--- src/rtl/tick_uart_tx.sv ---
// Tick-paced UART transmitter: one start bit, DATA_W data bits LSB first,
// optional even/odd parity and STOP_BITS stop bits. Each bit lasts one tick
// period, and frames are aligned to the tick grid through an ALIGN state.
module tick_uart_tx #(
  parameter int unsigned DATA_W    = 8,
  parameter int unsigned PARITY    = 0,
  parameter int unsigned STOP_BITS = 1
) (
  input  logic              clk,
  input  logic              rst,
  input  logic              tick,
  input  logic [DATA_W-1:0] tx_data,
  input  logic              tx_valid,
  output logic              tx_ready,
  output logic              tx,
  output logic              busy
);

  localparam int unsigned CNT_W  = (DATA_W > 1) ? $clog2(DATA_W) : 1;
  localparam int unsigned SCNT_W = (STOP_BITS > 1) ? $clog2(STOP_BITS) : 1;
  localparam logic        ODD    = 1'(PARITY == 2);
  localparam logic        HAS_PAR = 1'(PARITY != 0);

  typedef enum logic [2:0] {
    S_IDLE,
    S_ALIGN,
    S_START,
    S_DATA,
    S_PARITY,
    S_STOP
  } state_e;

  state_e              state_q, state_d;
  logic [DATA_W-1:0]   shift_q, shift_d;
  logic                par_q, par_d;
  logic [CNT_W-1:0]    cnt_q, cnt_d;
  logic [SCNT_W-1:0]   scnt_q, scnt_d;
  logic                tx_q, tx_d;
  logic                ready_q, ready_d;
  logic                busy_q, busy_d;

  // State and output registers; reset parks the line high and drops tx_ready.
  always_ff @(posedge clk or posedge rst) begin
    if (rst) begin
      state_q <= S_IDLE;
      shift_q <= '0;
      par_q   <= 1'b0;
      cnt_q   <= '0;
      scnt_q  <= '0;
      tx_q    <= 1'b1;
      ready_q <= 1'b0;
      busy_q  <= 1'b0;
    end else begin
      state_q <= state_d;
      shift_q <= shift_d;
      par_q   <= par_d;
      cnt_q   <= cnt_d;
      scnt_q  <= scnt_d;
      tx_q    <= tx_d;
      ready_q <= ready_d;
      busy_q  <= busy_d;
    end
  end

  // Frame sequencing; outside IDLE every transition is gated by tick.
  always_comb begin
    state_d = state_q;
    shift_d = shift_q;
    par_d   = par_q;
    cnt_d   = cnt_q;
    scnt_d  = scnt_q;
    tx_d    = tx_q;

    case (state_q)
      S_IDLE: begin
        tx_d = 1'b1;
        if (tx_valid && ready_q) begin
          shift_d = tx_data;
          par_d   = (^tx_data) ^ ODD;
          state_d = S_ALIGN;
        end
      end
      S_ALIGN: begin
        if (tick) begin
          state_d = S_START;
          tx_d    = 1'b0;
        end
      end
      S_START: begin
        if (tick) begin
          state_d = S_DATA;
          tx_d    = shift_q[0];
          cnt_d   = '0;
        end
      end
      S_DATA: begin
        if (tick) begin
          if (cnt_q < CNT_W'(DATA_W - 1)) begin
            shift_d = shift_q >> 1;
            cnt_d   = cnt_q + CNT_W'(1);
            tx_d    = shift_q[1];
          end else if (HAS_PAR) begin
            state_d = S_PARITY;
            tx_d    = par_q;
          end else begin
            state_d = S_STOP;
            tx_d    = 1'b1;
            scnt_d  = '0;
          end
        end
      end
      S_PARITY: begin
        if (tick) begin
          state_d = S_STOP;
          tx_d    = 1'b1;
          scnt_d  = '0;
        end
      end
      S_STOP: begin
        tx_d = 1'b1;
        if (tick) begin
          if (scnt_q == SCNT_W'(STOP_BITS - 1)) begin
            state_d = S_IDLE;
          end else begin
            scnt_d = scnt_q + SCNT_W'(1);
          end
        end
      end
      default: begin
        state_d = S_IDLE;
        tx_d    = 1'b1;
      end
    endcase

    ready_d = (state_d == S_IDLE);
    busy_d  = (state_d != S_IDLE);
  end

  assign tx_ready = ready_q;
  assign tx       = tx_q;
  assign busy     = busy_q;

endmodule
--- config.mk ---
export PLATFORM = sky130hd
export DESIGN_NAME = tick_uart_tx
export DESIGN_NICKNAME = d
export VERILOG_FILES = /design/src/rtl/tick_uart_tx.sv
export SDC_FILE = /design/constraint.sdc
export NUM_CORES = 1
export LEC_CHECK = 0
export CAP_MARGIN = 20
export CELL_PAD_IN_SITES_DETAIL_PLACEMENT = 1
export CELL_PAD_IN_SITES_GLOBAL_PLACEMENT = 2
export CORE_UTILIZATION = 31
export DETAILED_ROUTE_END_ITERATION = 8
export GPL_TIMING_DRIVEN = 0
export PLACE_DENSITY = 0.83
export SYNTH_ARGS = -nofsm -noshare
export SYNTH_HDL_FRONTEND = slang
export SYNTH_SLANG_ARGS = --single-unit
--- constraint.sdc ---
create_clock -name clk -period 1.5 [get_ports clk]
set_input_delay 0.3 -clock clk [delete_from_list [all_inputs] [get_ports clk]]
set_output_delay 0.3 -clock clk [all_outputs]
set_load 0.005 [all_outputs]
==> results.md <==
- R2R Path End: shift_q[5]
- Highest Signal Layer: met4
- CP Max Fanout: 7
- Met2 routed WL: 1200 um
- RSZ-0062 raised after global routing: yes
- Crit path launch type: register
- DP HPWL: 1550 um
- Ys async rst share: 1.00
- Fill count: 351
- Area Overhead vs Synth: 29.3%
- Clock latency on the worst-skew pair: 0.30 ns
- Max IR drop VDD: 0.433 mV
- Final WL: 2320 um
- P per Cell Area: 1670 nW/um2
- Gate Count Post-Synth: 84
- Crit path DAT: 1.76 ns
- F_max: 0.636 GHz
- Total CTS buffers: 3
- Worst hold-check path type: in2reg
- Worst Reg-to-Reg Cells: 4
- Final hold vios: 0
- Final Critical Period: 1.57 ns
- Fin area: 1280 um2
- Routed len/inst: 15.2 um
- Number of synthesized flops with an enable pin: 0
- Cell count after placement: 141
- Critical path type: reg2reg
- Sink Count: 17
- GP Congestion: 0.719
- Worst Hold Depth: 3
- # setup viols final: 7
- Worst reg2reg startpoint: state_q[2]
- Share of cells above drive strength 1: 0.385
- Nets: 123
- Most common cell after layout, fill and taps aside: dfrtp_1
- Core region area: 3050 um2
- WL met3: 58 um
- First-pass GRT wire length: 3710 um
- PnR worst setup slack: -0.0717 ns
- WP data required: 1.69 ns
- Starting Density: 0.324
- Failing checks: negative setup slack
- Fin crit share: 1.05
- Top Ports: 15
- Die ar.: 3420 um2
- Clk buf depth: 2
- Tot Pwr: 2.13 mW
- Seq cells post-synth: 17
- Met1 Wirelength: 1020 um
- Via density: 4.89
- First-pass DRT Iterations: 4
- Synthesis Warnings: 0
- Die X: 58.5 um
- Mapped Avg Cell Area: 11.8 um2
- Syn_nets: 97
- Hold_buf cts: 0
- First-iteration detailed-routing DRC count: 7
- Max Cap Viol: 0
- CTS root buf: clkbuf_4
- Slew Viols, Final: 0
- Start point of the worst hold path: tick
- Antenna Nets Post-Route: 0
- Die height: 58.5 um
- Overflow left after global routing: 0
- Placement Cell Area: 1170 um2
- Ys flop type: dfrtp_1
- Least-Margin Pin Slew: 0.695 ns
- Register area share after synthesis: 0.431
- H-Tree Level Count: 1
- Skew final: 0.00261 ns
- Largest net degree at the start of global routing: 18
- Antenna Cells: 0
- Leakage: 0.570 nW
- Row count: 20
- Initial antenna violation count: 0
- GRT Overall Usage: 0.147
- Post-Layout Cell Count: 153
- Port bufs: 13
- R2r setup slk: -0.07 ns
- Crit end category: register
- Slew HR: 0.536
- Vias in the first global route: 801
- Via count: 748
- Most frequent cells in the layout: 16 x dfrtp_1, 14 x mux2_4, 12 x clkdlybuf4s50_1
- Detailed-route DRC error count: 0
- Setup TNS: -0.438 ns
- Status: finished, violations left
- CTS clk-pin slew, worst paths: 0.10 ns
- Synth Cell Area: 990 um2
- CTS tree: done
- Yosys cell types: 33
- Hold EP: cnt_q[2]
==> critical path, cell delays in order (launching register included) <==
cell	delay, ns
dfrtp_1	0.43
nand3b_4	0.17
or3_4	0.43
nand2_8	0.13
mux2_4	0.31
==> synthesized netlist by cell type, types with 2 or more instances <==
library cell | count | area (um2)
buf_6 | 2 | 22.5
inv_2 | 2 | 7.51
mux2_4 | 14 | 210
dfrtp_1 | 16 | 400
nand2_1 | 5 | 18.8
o21ai_1 | 3 | 15.0
nor2_1 | 3 | 11.3
inv_1 | 3 | 11.3
nor3_1 | 3 | 15.0
a21oi_1 | 6 | 30.0
nand3_1 | 4 | 20.0
a211oi_1 | 2 | 15.0
==> flip-flops by register name, summed over array words and instances, names as in the netlist <==
name	cells
tx	1
cnt_q	3
state_q	3
tx_ready	1
busy	1
shift_q	8
==> per-stage QoR <==
step,worst slack [ns],util,hold WS (ns)
2_1_floorplan,-0.0154,-,0.225
3_3_place_gp,-0.123,0.385,0.490
3_5_place_dp,-0.136,0.385,0.497
4_1_cts,-0.0743,0.409,0.332
5_1_grt,-0.116,0.419,0.337
6_report,-0.0717,0.419,0.331
==> timing repair <==
action                     CTS  global route
cloned                       0             0
gates resized for setup      2             5
setup buffers                6             3
pin swaps                    0             2
setup endpoints to repair    9            10
==> cells by family (layout without fill, tap and decap cells) <==
| group | Yosys count | after routing | share of synthesized area |
|---|---|---|---|
| compound gates | 19 | 19 | 0.121 |
| fa+ha+maj | 1 | 1 | 0.0126 |
| buf+inv | 10 | 35 | 0.0645 |
| flops | 17 | 17 | 0.431 |
| mux | 14 | 14 | 0.212 |
| simple gates | 23 | 23 | 0.158 |
==> final cells by class <==
cell class | count | area [um2] | area share
Inverter | 5 | 18.8 | 0.0147
Tap cell | 44 | 55.1 | 0.0430
Timing Repair Buffer | 22 | 196 | 0.153
Buffer | 4 | 33.8 | 0.0264
Clock buffer | 4 | 26.3 | 0.0205
Multi-Input combinational cell | 57 | 523 | 0.409
Sequential cell | 17 | 427 | 0.333
==> where the power goes <==
group	switching (mW)	internal, mW	total, mW
clock	0.155	0.104	0.259
combinational	0.445	0.684	1.13
sequential	0.113	0.633	0.746
==> worst max path at each step <==
stage	startpoint	to
floorplan	state_q[2]	shift_q[0]
global placement	state_q[2]	shift_q[3]
detailed placement	state_q[2]	shift_q[5]
CTS	state_q[2]	shift_q[5]
global route	state_q[2]	shift_q[5]
finish	state_q[2]	shift_q[5]
==> metal layers <==
| metal | vias up | track usage |
|---|---|---|
| met3 | 5 | 0.0220 |
| met4 | 0 | 0.0714 |
| li1 | 355 | - |
| met1 | 374 | 0.167 |
| met5 | - | 0 |
| met2 | 14 | 0.269 |
(Power assumes the default switching activity.)
